## src/rtl/alu_op_scheduler_if.sv

```systemverilog
// alu_op_scheduler_if
//   Bundles the two requester ports, the response port and the busy flag of
//   alu_op_scheduler.
//   master : requester and response-consumer side (drives requests, rsp_ready)
//   slave  : scheduler side (drives reqN_ready, rsp_*, busy)
//
//   req0_valid/req0_ready, req0_op[1:0], req0_a[2:0], req0_b[2:0]
//   req1_valid/req1_ready, req1_op[1:0], req1_a[2:0], req1_b[2:0]
//   rsp_valid/rsp_ready, rsp_id, rsp_op[1:0], rsp_result[5:0], rsp_divz
//   busy
interface alu_op_scheduler_if;
  logic       req0_valid;
  logic       req0_ready;
  logic [1:0] req0_op;
  logic [2:0] req0_a;
  logic [2:0] req0_b;

  logic       req1_valid;
  logic       req1_ready;
  logic [1:0] req1_op;
  logic [2:0] req1_a;
  logic [2:0] req1_b;

  logic       rsp_valid;
  logic       rsp_ready;
  logic       rsp_id;
  logic [1:0] rsp_op;
  logic [5:0] rsp_result;
  logic       rsp_divz;

  logic       busy;

  modport master (
    output req0_valid, req0_op, req0_a, req0_b,
    input  req0_ready,
    output req1_valid, req1_op, req1_a, req1_b,
    input  req1_ready,
    input  rsp_valid, rsp_id, rsp_op, rsp_result, rsp_divz,
    output rsp_ready,
    input  busy
  );

  modport slave (
    input  req0_valid, req0_op, req0_a, req0_b,
    output req0_ready,
    input  req1_valid, req1_op, req1_a, req1_b,
    output req1_ready,
    output rsp_valid, rsp_id, rsp_op, rsp_result, rsp_divz,
    input  rsp_ready,
    output busy
  );
endinterface

```

## src/rtl/alu_op_scheduler.sv

```systemverilog
// alu_op_scheduler
//   Shares one small 3-bit ALU between two requesters. ADD/SUB complete in a
//   single EXEC cycle; MUL (shift-add, LSB first) and DIV (restoring, quotient
//   MSB first) take three EXEC cycles. The 6-bit result is held on the response
//   port, tagged with the requester id, until the consumer takes it.
//
// Ports
//   clk  : rising-edge clock
//   rst  : asynchronous active-high reset
//   ena  : global enable, low freezes all state
//   bus  : alu_op_scheduler_if.slave (requests, response, busy)
//
// Build option
//   ALU_SCHED_RR_EN : when defined, simultaneous requests alternate using the
//                     last granted id (requester 0 wins the first tie after
//                     reset). When undefined, requester 0 always wins ties.
//
// state  | meaning
// S_IDLE | waiting for a request; the granted requester sees ready
// S_EXEC | operation in progress (1 step ADD/SUB, 3 steps MUL/DIV)
// S_DONE | response valid and held until rsp_ready
module alu_op_scheduler (
  input  logic              clk,
  input  logic              rst,
  input  logic              ena,
  alu_op_scheduler_if.slave bus
);

  typedef enum logic [1:0] {
    S_IDLE = 2'd0,
    S_EXEC = 2'd1,
    S_DONE = 2'd2
  } state_t;

  localparam logic [1:0] OP_ADD = 2'd0;
  localparam logic [1:0] OP_SUB = 2'd1;
  localparam logic [1:0] OP_MUL = 2'd2;

  state_t     state;

  // latched operation
  logic [1:0] op_q;
  logic [2:0] a_q;
  logic [2:0] b_q;      // MUL: multiplier, shifted right each step
  logic       id_q;
  logic [1:0] step_q;

  // MUL: acc_q = partial product, mcand_q = multiplicand shifted left per step
  // DIV: acc_q[3:0] = partial remainder, mcand_q[2:0] = dividend bits being
  //      shifted out at the top while quotient bits shift in at the bottom
  logic [5:0] acc_q;
  logic [5:0] mcand_q;

  // registered response
  logic       rsp_valid_q;
  logic       rsp_id_q;
  logic [1:0] rsp_op_q;
  logic [5:0] rsp_result_q;
  logic       rsp_divz_q;

  // arbitration
  logic       grant;
  logic       idle_open;
  logic       ready0;
  logic       ready1;
  logic       accept;
  logic [1:0] sel_op;
  logic [2:0] sel_a;
  logic [2:0] sel_b;

  // datapath
  logic [5:0] addsub_res;
  logic [5:0] mul_next;
  logic [3:0] div_trial;
  logic [3:0] div_rem;
  logic       div_ge;
  logic [2:0] div_quo;
  logic       last_step;
  logic       div_by_zero;

`ifdef ALU_SCHED_RR_EN
  logic last_grant;

  // On a tie hand the grant to whoever did not win last time; otherwise the
  // only valid requester wins (req1_valid alone selects requester 1).
  always_comb begin
    grant = bus.req1_valid;
    if (bus.req0_valid && bus.req1_valid) begin
      grant = ~last_grant;
    end
  end
`else
  assign grant = bus.req1_valid & ~bus.req0_valid;
`endif

  // Ready is offered to the granted requester whenever IDLE, even before it
  // raises valid; this keeps ready free of any valid->ready->valid loop.
  assign idle_open = ena & ~rst & (state == S_IDLE);
  assign ready0    = idle_open & ~grant;
  assign ready1    = idle_open & grant;
  assign accept    = (ready0 & bus.req0_valid) | (ready1 & bus.req1_valid);

  assign sel_op = grant ? bus.req1_op : bus.req0_op;
  assign sel_a  = grant ? bus.req1_a  : bus.req0_a;
  assign sel_b  = grant ? bus.req1_b  : bus.req0_b;

  // 6-bit arithmetic so SUB wraps modulo 64
  assign addsub_res = (op_q == OP_SUB) ? ({3'b000, a_q} - {3'b000, b_q})
                                       : ({3'b000, a_q} + {3'b000, b_q});

  assign mul_next = acc_q + (b_q[0] ? mcand_q : 6'd0);

  // Restoring step: bring down the next dividend bit, subtract if it fits.
  // With b=0 every step "fits"; the result is overridden to 0 at the end.
  assign div_trial   = {acc_q[2:0], mcand_q[2]};
  assign div_ge      = (div_trial >= {1'b0, b_q});
  assign div_rem     = div_ge ? (div_trial - {1'b0, b_q}) : div_trial;
  assign div_quo     = {mcand_q[1:0], div_ge};
  assign div_by_zero = (b_q == 3'd0);

  assign last_step = (step_q == 2'd2);

  always_ff @(posedge clk or posedge rst) begin
    if (rst) begin
      state        <= S_IDLE;
      op_q         <= 2'd0;
      a_q          <= 3'd0;
      b_q          <= 3'd0;
      id_q         <= 1'b0;
      step_q       <= 2'd0;
      acc_q        <= 6'd0;
      mcand_q      <= 6'd0;
      rsp_valid_q  <= 1'b0;
      rsp_id_q     <= 1'b0;
      rsp_op_q     <= 2'd0;
      rsp_result_q <= 6'd0;
      rsp_divz_q   <= 1'b0;
`ifdef ALU_SCHED_RR_EN
      last_grant   <= 1'b1;
`endif
    end else if (ena) begin
      case (state)
        S_IDLE: begin
          if (accept) begin
            op_q    <= sel_op;
            a_q     <= sel_a;
            b_q     <= sel_b;
            id_q    <= grant;
            step_q  <= 2'd0;
            acc_q   <= 6'd0;
            mcand_q <= {3'b000, sel_a};
`ifdef ALU_SCHED_RR_EN
            last_grant <= grant;
`endif
            state   <= S_EXEC;
          end
        end

        S_EXEC: begin
          case (op_q)
            OP_ADD, OP_SUB: begin
              rsp_result_q <= addsub_res;
              rsp_divz_q   <= 1'b0;
              rsp_id_q     <= id_q;
              rsp_op_q     <= op_q;
              rsp_valid_q  <= 1'b1;
              state        <= S_DONE;
            end

            OP_MUL: begin
              acc_q   <= mul_next;
              mcand_q <= {mcand_q[4:0], 1'b0};
              b_q     <= {1'b0, b_q[2:1]};
              step_q  <= step_q + 2'd1;
              if (last_step) begin
                rsp_result_q <= mul_next;
                rsp_divz_q   <= 1'b0;
                rsp_id_q     <= id_q;
                rsp_op_q     <= op_q;
                rsp_valid_q  <= 1'b1;
                state        <= S_DONE;
              end
            end

            default: begin
              acc_q   <= {2'b00, div_rem};
              mcand_q <= {3'b000, div_quo};
              step_q  <= step_q + 2'd1;
              if (last_step) begin
                rsp_result_q <= div_by_zero ? 6'd0 : {3'b000, div_quo};
                rsp_divz_q   <= div_by_zero;
                rsp_id_q     <= id_q;
                rsp_op_q     <= op_q;
                rsp_valid_q  <= 1'b1;
                state        <= S_DONE;
              end
            end
          endcase
        end

        S_DONE: begin
          if (bus.rsp_ready) begin
            rsp_valid_q <= 1'b0;
            state       <= S_IDLE;
          end
        end

        default: state <= S_IDLE;
      endcase
    end
  end

  assign bus.req0_ready = ready0;
  assign bus.req1_ready = ready1;
  assign bus.rsp_valid  = rsp_valid_q;
  assign bus.rsp_id     = rsp_id_q;
  assign bus.rsp_op     = rsp_op_q;
  assign bus.rsp_result = rsp_result_q;
  assign bus.rsp_divz   = rsp_divz_q;
  assign bus.busy       = (state != S_IDLE);

endmodule
```

## src/flat_wrapper.sv

```systemverilog
// flat-port wrapper written by rule: the top's interface ports become plain ports
module alu_op_scheduler_flat 
  (clk, rst, ena, bus_req0_valid, bus_req0_op, bus_req0_a, bus_req0_b, bus_req0_ready, bus_req1_valid, bus_req1_op, bus_req1_a, bus_req1_b, bus_req1_ready, bus_rsp_valid, bus_rsp_id, bus_rsp_op, bus_rsp_result, bus_rsp_divz, bus_rsp_ready, bus_busy);
  alu_op_scheduler_if bus_i ();
  input  logic clk;
  input  logic rst;
  input  logic ena;
  input wire logic [$bits(bus_i.req0_valid)-1:0] bus_req0_valid;
  input wire logic [$bits(bus_i.req0_op)-1:0] bus_req0_op;
  input wire logic [$bits(bus_i.req0_a)-1:0] bus_req0_a;
  input wire logic [$bits(bus_i.req0_b)-1:0] bus_req0_b;
  output wire logic [$bits(bus_i.req0_ready)-1:0] bus_req0_ready;
  input wire logic [$bits(bus_i.req1_valid)-1:0] bus_req1_valid;
  input wire logic [$bits(bus_i.req1_op)-1:0] bus_req1_op;
  input wire logic [$bits(bus_i.req1_a)-1:0] bus_req1_a;
  input wire logic [$bits(bus_i.req1_b)-1:0] bus_req1_b;
  output wire logic [$bits(bus_i.req1_ready)-1:0] bus_req1_ready;
  output wire logic [$bits(bus_i.rsp_valid)-1:0] bus_rsp_valid;
  output wire logic [$bits(bus_i.rsp_id)-1:0] bus_rsp_id;
  output wire logic [$bits(bus_i.rsp_op)-1:0] bus_rsp_op;
  output wire logic [$bits(bus_i.rsp_result)-1:0] bus_rsp_result;
  output wire logic [$bits(bus_i.rsp_divz)-1:0] bus_rsp_divz;
  input wire logic [$bits(bus_i.rsp_ready)-1:0] bus_rsp_ready;
  output wire logic [$bits(bus_i.busy)-1:0] bus_busy;
  assign bus_i.req0_valid = bus_req0_valid;
  assign bus_i.req0_op = bus_req0_op;
  assign bus_i.req0_a = bus_req0_a;
  assign bus_i.req0_b = bus_req0_b;
  assign bus_req0_ready = bus_i.req0_ready;
  assign bus_i.req1_valid = bus_req1_valid;
  assign bus_i.req1_op = bus_req1_op;
  assign bus_i.req1_a = bus_req1_a;
  assign bus_i.req1_b = bus_req1_b;
  assign bus_req1_ready = bus_i.req1_ready;
  assign bus_rsp_valid = bus_i.rsp_valid;
  assign bus_rsp_id = bus_i.rsp_id;
  assign bus_rsp_op = bus_i.rsp_op;
  assign bus_rsp_result = bus_i.rsp_result;
  assign bus_rsp_divz = bus_i.rsp_divz;
  assign bus_i.rsp_ready = bus_rsp_ready;
  assign bus_busy = bus_i.busy;
  alu_op_scheduler u_core (.clk(clk), .rst(rst), .ena(ena), .bus(bus_i));
endmodule
```

## config.mk

```make
export PLATFORM = sky130hd
export DESIGN_NAME = alu_op_scheduler_flat
export DESIGN_NICKNAME = d
export VERILOG_FILES = /design/src/rtl/alu_op_scheduler_if.sv /design/src/rtl/alu_op_scheduler.sv /design/src/flat_wrapper.sv
export SDC_FILE = /design/constraint.sdc
export NUM_CORES = 1
export LEC_CHECK = 0
export CORE_UTILIZATION = 56
export DETAILED_ROUTE_END_ITERATION = 10
export HOLD_SLACK_MARGIN = 0.05
export PLACE_DENSITY = 0.81
export SLEW_MARGIN = 30
export SYNTH_ARGS = -nofsm -noshare
export SYNTH_HDL_FRONTEND = slang
export SYNTH_SLANG_ARGS = --single-unit
```

## constraint.sdc

```tcl
create_clock -name clk -period 3.4 [get_ports clk]
set_clock_uncertainty 0.05 [all_clocks]
set_input_delay 0.68 -clock clk [delete_from_list [all_inputs] [get_ports clk]]
set_output_delay 0.68 -clock clk [all_outputs]
set_load 0.005 [all_outputs]
```

# == Word-level counts from Yosys, hierarchy flattened ==
# Cells that the tools add are included.
# W data, S select, Z words.
# op_classes
order_cmp,1
add_sub_neg,5
reduce_logical,15
n_bitwise,11
eq_ne,11
n_mux,38
# op_table
op,count
$pmux W6 S2,5
$mux W6,6
$reduce_and A4 Y1,5
$mux W2,9
$mux W3,5
$reduce_bool A2 Y1,4
$and A1 B1 Y1,7
$mux W1,7
$add A6 B6 Y6,1
$eq A2 B2 Y1 const B,3
$ne A2 B1 Y1 const B,3
$pmux W2 S3,1
$pmux W3 S2,1
$reduce_and A3 Y1,2
$add A3 B3 Y4,1
$eq A2 B1 Y1 const B,2
$ge A4 B3 Y1,1
$logic_not A2 Y1,2
$mux W4,1
$ne A2 B2 Y1 const B,2
$pmux W1 S2,2
$pmux W2 S2,1
$sub A3 B3 Y4,1
$sub A4 B3 Y4,1
6 further kinds,8
# totals
output_inout_bits,14
register_bits,36
wordCells,94
inputBits,22

# == Depth between registers and ports, before layout ==
# Gate-level depths: netlist (run 1).
# logic_depth
ltp_word,8
mapped_depth,9

# == Worst setup path after synthesis (run 1) ==
# No wires, ideal clock.
# synth_path
kind,register -> register
startpoint,reg u_core.b_q[0]
endpoint,reg u_core.acc_q[1]
stages_incl_launch_ff,9
required_time_ns,3.229
period_less_slack_ns,2.099
path_buffers,0
slack_ns,1.301
setup_ns,0.121
t_arrival_ns,1.928
path_cell_list,dfrtp_1 ha_1 inv_1 fa_1 a211oi_2 nand2_1 mux2i_1 o21ai_0 a22o_1
# synth_via
elab_chain_cells,4
# synth_rtl
item,line_no,text
"start, declared",alu_op_scheduler.sv:44,logic [2:0] b_q;
"start signal, assigned",alu_op_scheduler.sv:147,b_q <= sel_b;
"start signal, assigned",alu_op_scheduler.sv:173,"b_q <= {1'b0, b_q[2:1]};"
"$mux W6, or another cell as far along",alu_op_scheduler.sv:111,assign mul_next = acc_q + (b_q[0] ? mcand_q : 6'd0);
$add A6 B6 Y6 / $mux W4 (equally long branches),"alu_op_scheduler.sv:111, alu_op_scheduler.sv:117",
$pmux W6 S2 *,alu_op_scheduler.sv:160,case (op_q)
$pmux W6 S2 *,alu_op_scheduler.sv:142,case (state)
"end signal, assigned",alu_op_scheduler.sv:171,acc_q <= mul_next;
"end signal, assigned",alu_op_scheduler.sv:186,"acc_q <= {2'b00, div_rem};"
"end, declared",alu_op_scheduler.sv:51,logic [5:0] acc_q;
# Every way passes the cells marked *; elsewhere a longest branch is shown, timed or not.
# A chain may end at the register's enable or synchronous reset.

# == Worst setup path after layout (run 1) ==
# layout_path
startpoint,in ena
endpoint,out bus_req1_ready
# layout_via
elab_chain_cells,3
# layout_rtl
item,line_no,text
"start, declared",flat_wrapper.sv:7,input logic ena;
$and A1 B1 Y1 (2 in a row),alu_op_scheduler.sv:98,assign idle_open = ena & ~rst & (state == S_IDLE);
$and A1 B1 Y1,alu_op_scheduler.sv:100,assign ready1 = idle_open & grant;
"end, declared",flat_wrapper.sv:17,output wire logic [$bits(bus_i.req1_ready)-1:0] bus_req1_ready;
# No other way between the ends.

==> results of run 1 <==
==> per-layer routing <==
metal | GRT usage | wire, µm
met5 | 0 | 0
met3 | 0.0591 | 233
met2 | 0.393 | 2360
met1 | 0.330 | 2170
met4 | 0.104 | 136
==> Yosys cell counts, types with 4 or more instances <==
cell type,instances,area (µm²)
sky130_fd_sc_hd__inv_1,18,67.6
sky130_fd_sc_hd__xor2_1,5,43.8
sky130_fd_sc_hd__dfrtp_1,36,901
sky130_fd_sc_hd__a31oi_1,4,25.0
sky130_fd_sc_hd__ha_1,20,250
sky130_fd_sc_hd__a21oi_1,13,65.1
sky130_fd_sc_hd__fa_1,4,80.1
sky130_fd_sc_hd__nand2_1,31,116
sky130_fd_sc_hd__o21ai_0,20,100
sky130_fd_sc_hd__nand2b_1,4,25.0
sky130_fd_sc_hd__nand3_1,7,35.0
sky130_fd_sc_hd__mux2i_1,12,120
sky130_fd_sc_hd__and2_1,4,25.0
sky130_fd_sc_hd__a22o_1,4,35.0
sky130_fd_sc_hd__buf_2,7,35.0
sky130_fd_sc_hd__a21o_1,4,30.0
sky130_fd_sc_hd__mux2_2,10,113
sky130_fd_sc_hd__nor2_1,11,41.3
==> worst register-to-register path, delay by kind of cell, from the launching register on <==
family / cells / cell delay, ns
compound gates: 3 / 0.70
fa+ha+maj: 2 / 0.63
buf+inv: 1 / 0.06
flops: 1 / 0.57
mux: 1 / 0.19
simple gates: 1 / 0.19
==> cells by family (layout without fill, tap and decap cells) <==
family,Yosys count,count (layout),synth area share
flip-flops,36,36,0.379
multiplexers,22,22,0.0979
adder cells (fa/ha/maj),24,24,0.139
AND/OR/NAND/NOR,68,68,0.134
buffers and inverters,27,65,0.0495
XOR/XNOR,8,8,0.0295
AO/OA/AOI/OAI,63,63,0.172
==> final cells by class <==
| cell class | count | area (µm²) | area share |
|---|---|---|---|
| clock buffer | 8 | 90.1 | 0.0315 |
| tap | 50 | 62.6 | 0.0219 |
| multi-input combinational | 185 | 1360 | 0.475 |
| sequential | 36 | 901 | 0.315 |
| timing repair buffer | 39 | 380 | 0.133 |
| inverter | 18 | 67.6 | 0.0236 |
==> registers in the layout (all words and copies together), names as in the netlist, 2 cells and up <==
signal                 flops
u_core.acc_q               6
u_core.b_q                 3
u_core.mcand_q             6
u_core.state               2
u_core.bus.rsp_result      6
u_core.a_q                 3
u_core.bus.rsp_op          2
u_core.step_q              2
u_core.op_q                2
==> worst max path at each step <==
| stage | to | slack, ns | depth (start not counted) |
|---|---|---|---|
| floorplan | u_core.acc_q[1]$_DFFE_PP0P_ | 1.30 | 8 |
| global placement | bus_req1_ready | 0.60 | 4 |
| detailed placement | bus_req1_ready | 0.51 | 4 |
| CTS | bus_req1_ready | 0.49 | 4 |
| global route | bus_req1_ready | 0.38 | 4 |
| finish | bus_req1_ready | 0.49 | 4 |
==> where the power goes <==
group | switching [mW] | internal [mW]
logic | 0.678 | 0.632
registers | 0.187 | 0.596
clock network | 0.151 | 0.165
==> per-stage QoR <==
stage | util | cells
after floorplan | - | 248
after global placement | 0.688 | 328
after detailed placement | 0.688 | 328
after CTS | 0.710 | 336
after global routing | 0.710 | 336
final | 0.710 | 336
==> results.txt, run 1 <==
- The finished cells cover 2860 µm².
* I/O Pins: 36
- Clock tree from TritonCTS: built
* Most used cell, CP: sky130_fd_sc_hd__clkdlybuf4s50_1
* Final Hold Violating Endpoints: 0
- FF+latch count, synth: 36
- After synthesis, the netlist uses 43 different library cells.
- WL/cell: 14.6 µm
- Sum of routed wire length over all layers: slightly below 5 mm
* Path type of the worst setup path: input port to output port
- Gate count after technology mapping: about 250
- FMAX: between 300 and 400 MHz
* Hold Crit Start: u_core.id_q$_DFFE_PP0P_
- Setup violations remaining at the end of the flow were counted as 0.
- In this run the clock root is driven by a sky130_fd_sc_hd__clkbuf_8.
- Once the clock tree was built, the resizer swapped 0 gates to a different size.
* Number of nets with antenna violations after routing: 0
* Fraction of final layout cells sized beyond drive strength 1: 0.0874
- TritonCTS Buffers: 5
- After global routing the overflow that remains totals 0.
- Cell type group with the largest total delay on the critical path: buffers and inverters
- During placement, the flow inserted port buffers numbering 35.
* Total vias in the final route: 1863
* Worst-case headroom to the max-slew limit: 0.359
* Post-CTS Hold Fix Bufs: 0
* Initial standard-cell utilization of the core: 0.590
* Data arrival time of the worst path: around 2.2 ns
- Number of pins with negative max-slew slack in the final report: 0
- Clock period minus final worst setup slack: roughly 2.9 ns
* Final Wtd Congestion: 0.837
- Nets@finish: 331
* Horizontal die dimension: 67.2 µm
- The die covers 4510 µm².
- Across all setup checks in the final design, the least slack found is about 0.49 ns.
- In this run the register-to-register setup slack is 0.91 ns.
- In this run the number of H-tree levels came out at 2.
- In this run the worst hold path is classified as flop to flop.
- CP Buf/Inv Count: 2
* Worst path cell trace: clkdlybuf4s50_1 > nand3b_1 > nor2_1 > clkdlybuf4s50_1
- In the synthesized netlist the dominant register cell turns out to be sky130_fd_sc_hd__dfrtp_1.
* Drc violations: 0
- Maximum single-stage delay on the critical path: 0.60 ns
- Ratio of total power to cell area: 842 nW/µm²
- The slowest stage of the critical path is the sky130_fd_sc_hd__clkdlybuf4s50_1 cell.
- Core Region: approximately 4000 µm²
- Smallest hold slack: 0.432 ns
* Top library cells by usage in the layout, fill and taps aside: sky130_fd_sc_hd__dfrtp_1, sky130_fd_sc_hd__clkdlybuf4s50_1, sky130_fd_sc_hd__nand2_1
* Wire length of the first global-routing pass: 8.28 mm
- Max-cap violations in this run came to 0.
- Cell count of the worst reg-to-reg path: 8
- Hold EP: u_core.id_q$_DFFE_PP0P_
- The number of antenna violations at the first check in global routing is 0.
- Row Count: 23
- For the worst-skew pair, the clock arrives at the later sink with an insertion delay of about 0.29 ns.
* Layout fillers: 340
- No sink is reached through more buffers than the 2 on the longest clock path.
* Net count after synthesis: 294
* Number of DRC markers in iteration 0: 101
* Critical path launch point: ena
- Summed over all failing endpoints, the final setup total negative slack is 0 ns.
- Period utilization: 0.856
- LEAKAGE: roughly 1.3 nW
* Capturing element type of the critical path: output port
- Clock-pin slew was measured on the worst setup and hold paths at 0.06 ns.
- For this run, the number of Yosys warnings is 0.
- Worst IR Drop VDD: 0.451 mV
- Area delta synth->final: 20.3%
* Number of antenna repair diodes: 0
* Result of the run: completed
- Transition time at the pin with the least slew margin: 0.960 ns
- In the global route stage, overall resource usage came out at 0.250.
- Critical Path Fanout Max: 7
* R2r endpoint: u_core.acc_q[1]$_DFFE_PP0P_
- The worst register-to-register path begins at u_core.b_q[0]$_DFFE_PP0P_.
- Leading cell type in the layout, fill and taps excluded: sky130_fd_sc_hd__dfrtp_1
* Number of buffers inserted by post-CTS setup repair: 0
* Cell area after placement: 2770 µm²
- For this run, asynchronously set or reset flops after synthesis account for 1.00.
- Clock tree synthesis found a total of 36 sinks.
* Post-synth EDFFs: 0
* RSZ-0062 raised after global routing: false
* Pin count of the biggest net entering global routing: 23
* Data required time at the worst endpoint: between 2 and 3 ns
- Dpl hpwl: 3.74 mm
* Post-synthesis cell area: around 2400 µm²
- CP Launch Type: input port
* Overall die height: between 60 and 70 µm
- Vias in the first global route: 1779
- The first detailed-routing pass took 4 iterations.
- Of the synthesized area, sequential elements account for 0.379.
- Post-detailed-route via-to-cell ratio: 5.54
* PnR Total Power: 2.41 mW
- Syn avg cell area: between 9 and 10 µm²
* Post-placement worst setup slack: 0.507 ns
- Min-Delay Path Depth: 1
No activity file was read; power rests on OpenSTA's default activity.
==> inputs of run 2 (changes only) <==
--- a/config.mk
+++ b/config.mk
@@ -5,6 +5,7 @@
 export SDC_FILE = /design/constraint.sdc
 export NUM_CORES = 1
 export LEC_CHECK = 0
+export ABC_CLOCK_PERIOD_IN_PS = 3400
 export CORE_UTILIZATION = 56
 export DETAILED_ROUTE_END_ITERATION = 10
 export HOLD_SLACK_MARGIN = 0.05
==> results of run 2 <==
The final DEF is identical to that of run 1; final timing and power are the same.
==> inputs of run 3 (changes only) <==
--- a/config.mk
+++ b/config.mk
@@ -10,6 +10,7 @@
 export DETAILED_ROUTE_END_ITERATION = 10
 export HOLD_SLACK_MARGIN = 0.05
 export PLACE_DENSITY = 0.81
+export REMOVE_ABC_BUFFERS = 1
 export SLEW_MARGIN = 30
 export SYNTH_ARGS = -nofsm -noshare
 export SYNTH_HDL_FRONTEND = slang
==> results.txt, run 3 (synthesis results as in run 1) <==
* Dpl hpwl: 3.78 mm (was 3.74 mm)
- Cell area after placement: 2770 µm² (unchanged)
- The final wirelength was 5.02 mm (was 4.90 mm).
* Number of nets with antenna violations after routing: 0 (unchanged)
- Data arrival time of the worst path: 2.13 ns (was 2.18 ns)
- DP Cell Count: 328 (unchanged)
- Drc violations: 0 (unchanged)
* Number of resized instances in the post-cts repair step: 0 (unchanged)
- Area delta synth->final: 20.3% (unchanged)
* Transition time at the pin with the least slew margin: 0.967 ns (was 0.960 ns)
- The number of hold buffers added after CTS came to 0 (unchanged).
- The setup TNS after final layout came to 0 ns (unchanged).
* Core Region: 4030 µm² (unchanged)
* Wire length of the first global-routing pass: 8.22 mm (was 8.28 mm)
* Fraction of final layout cells sized beyond drive strength 1: 0.0874 (unchanged)
* Overall die height: 67.2 µm (unchanged)
- The clock tree from TritonCTS was built (unchanged).
- Worst-case headroom to the max-slew limit: 0.354 (was 0.359)
- Number of buffers inserted by post-CTS setup repair: 0 (unchanged)
* Result of the run: completed (unchanged)
- Critical Path Fanout Max: 7 (unchanged)
- The aggregate global routing overflow is 0 (unchanged).
* Ratio of total power to cell area: 848 nW/µm² (was 842 nW/µm²)
* Number of buffers on the longest clock path: 2 (unchanged)
- The number of max-slew violations in the final report came to 0 (unchanged).
- The most common library cell in the layout ignoring fill and taps was sky130_fd_sc_hd__dfrtp_1 (unchanged).
- Buffers on Ports: 35 (unchanged)
- The period utilization came to 0.841 (was 0.856).
- The number of iterations in the first detailed-routing pass is 4 (unchanged).
- The area enclosed by the die boundary was 4510 µm² (unchanged).
- Final cell count without fillers: 336 (unchanged)
- Nets@finish: 331 (unchanged)
* I/O Pins: 36 (unchanged)
* Capturing element type of the critical path: output port (unchanged)
* Total routing usage reported by global routing: 0.250 (about the same)
* LEAKAGE: 1.34 nW (unchanged)
* WL/cell: 14.9 µm (was 14.6 µm)
- The final count of hold timing violations is 0 (unchanged).
- The clock slew seen by the registers of the worst setup and hold paths came to 0.07 ns (was 0.06 ns).
* Final core occ: 0.710 (unchanged)
- RSZ-0062 raised after global routing: false (unchanged)
- The total vias in the final route is 1879 (was 1863).
- Setup violation total in the final timing report: 0 (unchanged)
* Smallest hold slack: 0.429 ns (was 0.432 ns)
* Area of all placed cells without fillers: 2860 µm² (unchanged)
- The data required time of the critical path came to 2.67 ns (about the same).
- The number of DRC markers after the initial detailed-route iteration was 96 (was 101).
* Clock period minus final worst setup slack: 2.86 ns (was 2.91 ns)
* Post-detailed-route via-to-cell ratio: 5.59 (was 5.54)
* Top library cells by usage in the layout, fill and taps aside: sky130_fd_sc_hd__dfrtp_1, sky130_fd_sc_hd__clkdlybuf4s50_1, sky130_fd_sc_hd__nand2_1 (unchanged)
- Initial standard-cell utilization of the core: 0.590 (unchanged)
- The critical setup path kind is input port to output port (unchanged).
* CP Launch Type: input port (unchanged)
- Clock H-tree levels: 2 (unchanged)
* TritonCTS Buffers: 5 (unchanged)
- Class of the most critical hold timing path: flop to flop (unchanged)
- The largest voltage drop on the vdd net is 0.507 mV (was 0.451 mV).
- The root buffer cell is sky130_fd_sc_hd__clkbuf_8 (unchanged).
* Final Wtd Congestion: 0.889 (was 0.837)
- Worst skew pair latency: 0.29 ns (about the same)
- Vias in the first global route: 1860 (was 1779)
- Clock tree sinks: 36 (unchanged)
* Initial antenna violation count: 0 (unchanged)
- FMAX: 350 MHz (was 344 MHz)
- Number of antenna repair diodes: 0 (unchanged)
- Max-capacitance violation count: 0 (unchanged)
- Horizontal die dimension: 67.2 µm (unchanged)
- Pin count of the biggest net entering global routing: 37 (was 23)
- The row count is 23 (unchanged).
- The reg2reg setup slack is 0.85 ns (was 0.91 ns).
==> run 3: cell counts in the layout (fill, tap and decap cells not counted) <==
Identical to the previous run, type by type.
==> run 3: worst max-delay path, stage by stage <==
cell and delay [ns]:
sky130_fd_sc_hd__clkdlybuf4s50_1 0.59, sky130_fd_sc_hd__nand3b_1 0.17, sky130_fd_sc_hd__nor2_1 0.18, sky130_fd_sc_hd__clkdlybuf4s50_1 0.52
==> run 3: worst paths after layout <==
path,depth (start not counted),endpoint,start
max in group asynchronous,3,u_core.a_q[1]$_DFFE_PP0P_,rst
min reg2reg,1,u_core.id_q$_DFFE_PP0P_,u_core.id_q$_DFFE_PP0P_
max,4,bus_req1_ready,ena
min in group asynchronous,3,u_core.bus.rsp_valid$_DFFE_PP0P_,rst
max reg2reg,8,u_core.acc_q[2]$_DFFE_PP0P_,u_core.b_q[0]$_DFFE_PP0P_
min,1,u_core.id_q$_DFFE_PP0P_,u_core.id_q$_DFFE_PP0P_
==> run 3: cell type report <==
type,instances,area [µm²]
flip-flops and latches,36,901
repair buffers,39,380
multi-input cells,185,1360
well taps,50,62.6
clock buffers,8,90.1
inverters,18,67.6
fillers,323,1170
==> run 3: report_power, final <==
group	leakage [nW]	internal [mW]	switching, mW
combinational	0.838	0.635	0.696
clock	0.0455	0.165	0.146
sequential	0.458	0.596	0.187
==> run 3: layer usage <==
| layer | vias to the layer above | global-route usage | wire length, µm |
|---|---|---|---|
| met5 | - | 0 | 0 |
| met4 | 0 | 0.0984 | 63 |
| met3 | 7 | 0.0490 | 201 |
| met2 | 44 | 0.438 | 2580 |
| met1 | 897 | 0.300 | 2170 |
| li1 | 931 | - | - |
==> run 3: stage by stage <==
step | power, mW | setup slack, ns
floorplan | 1.66 | 1.28
global placement | 2.04 | 0.574
detailed placement | 2.11 | 0.537
CTS | 2.44 | 0.533
global route | 2.65 | 0.470
finish | 2.43 | 0.541
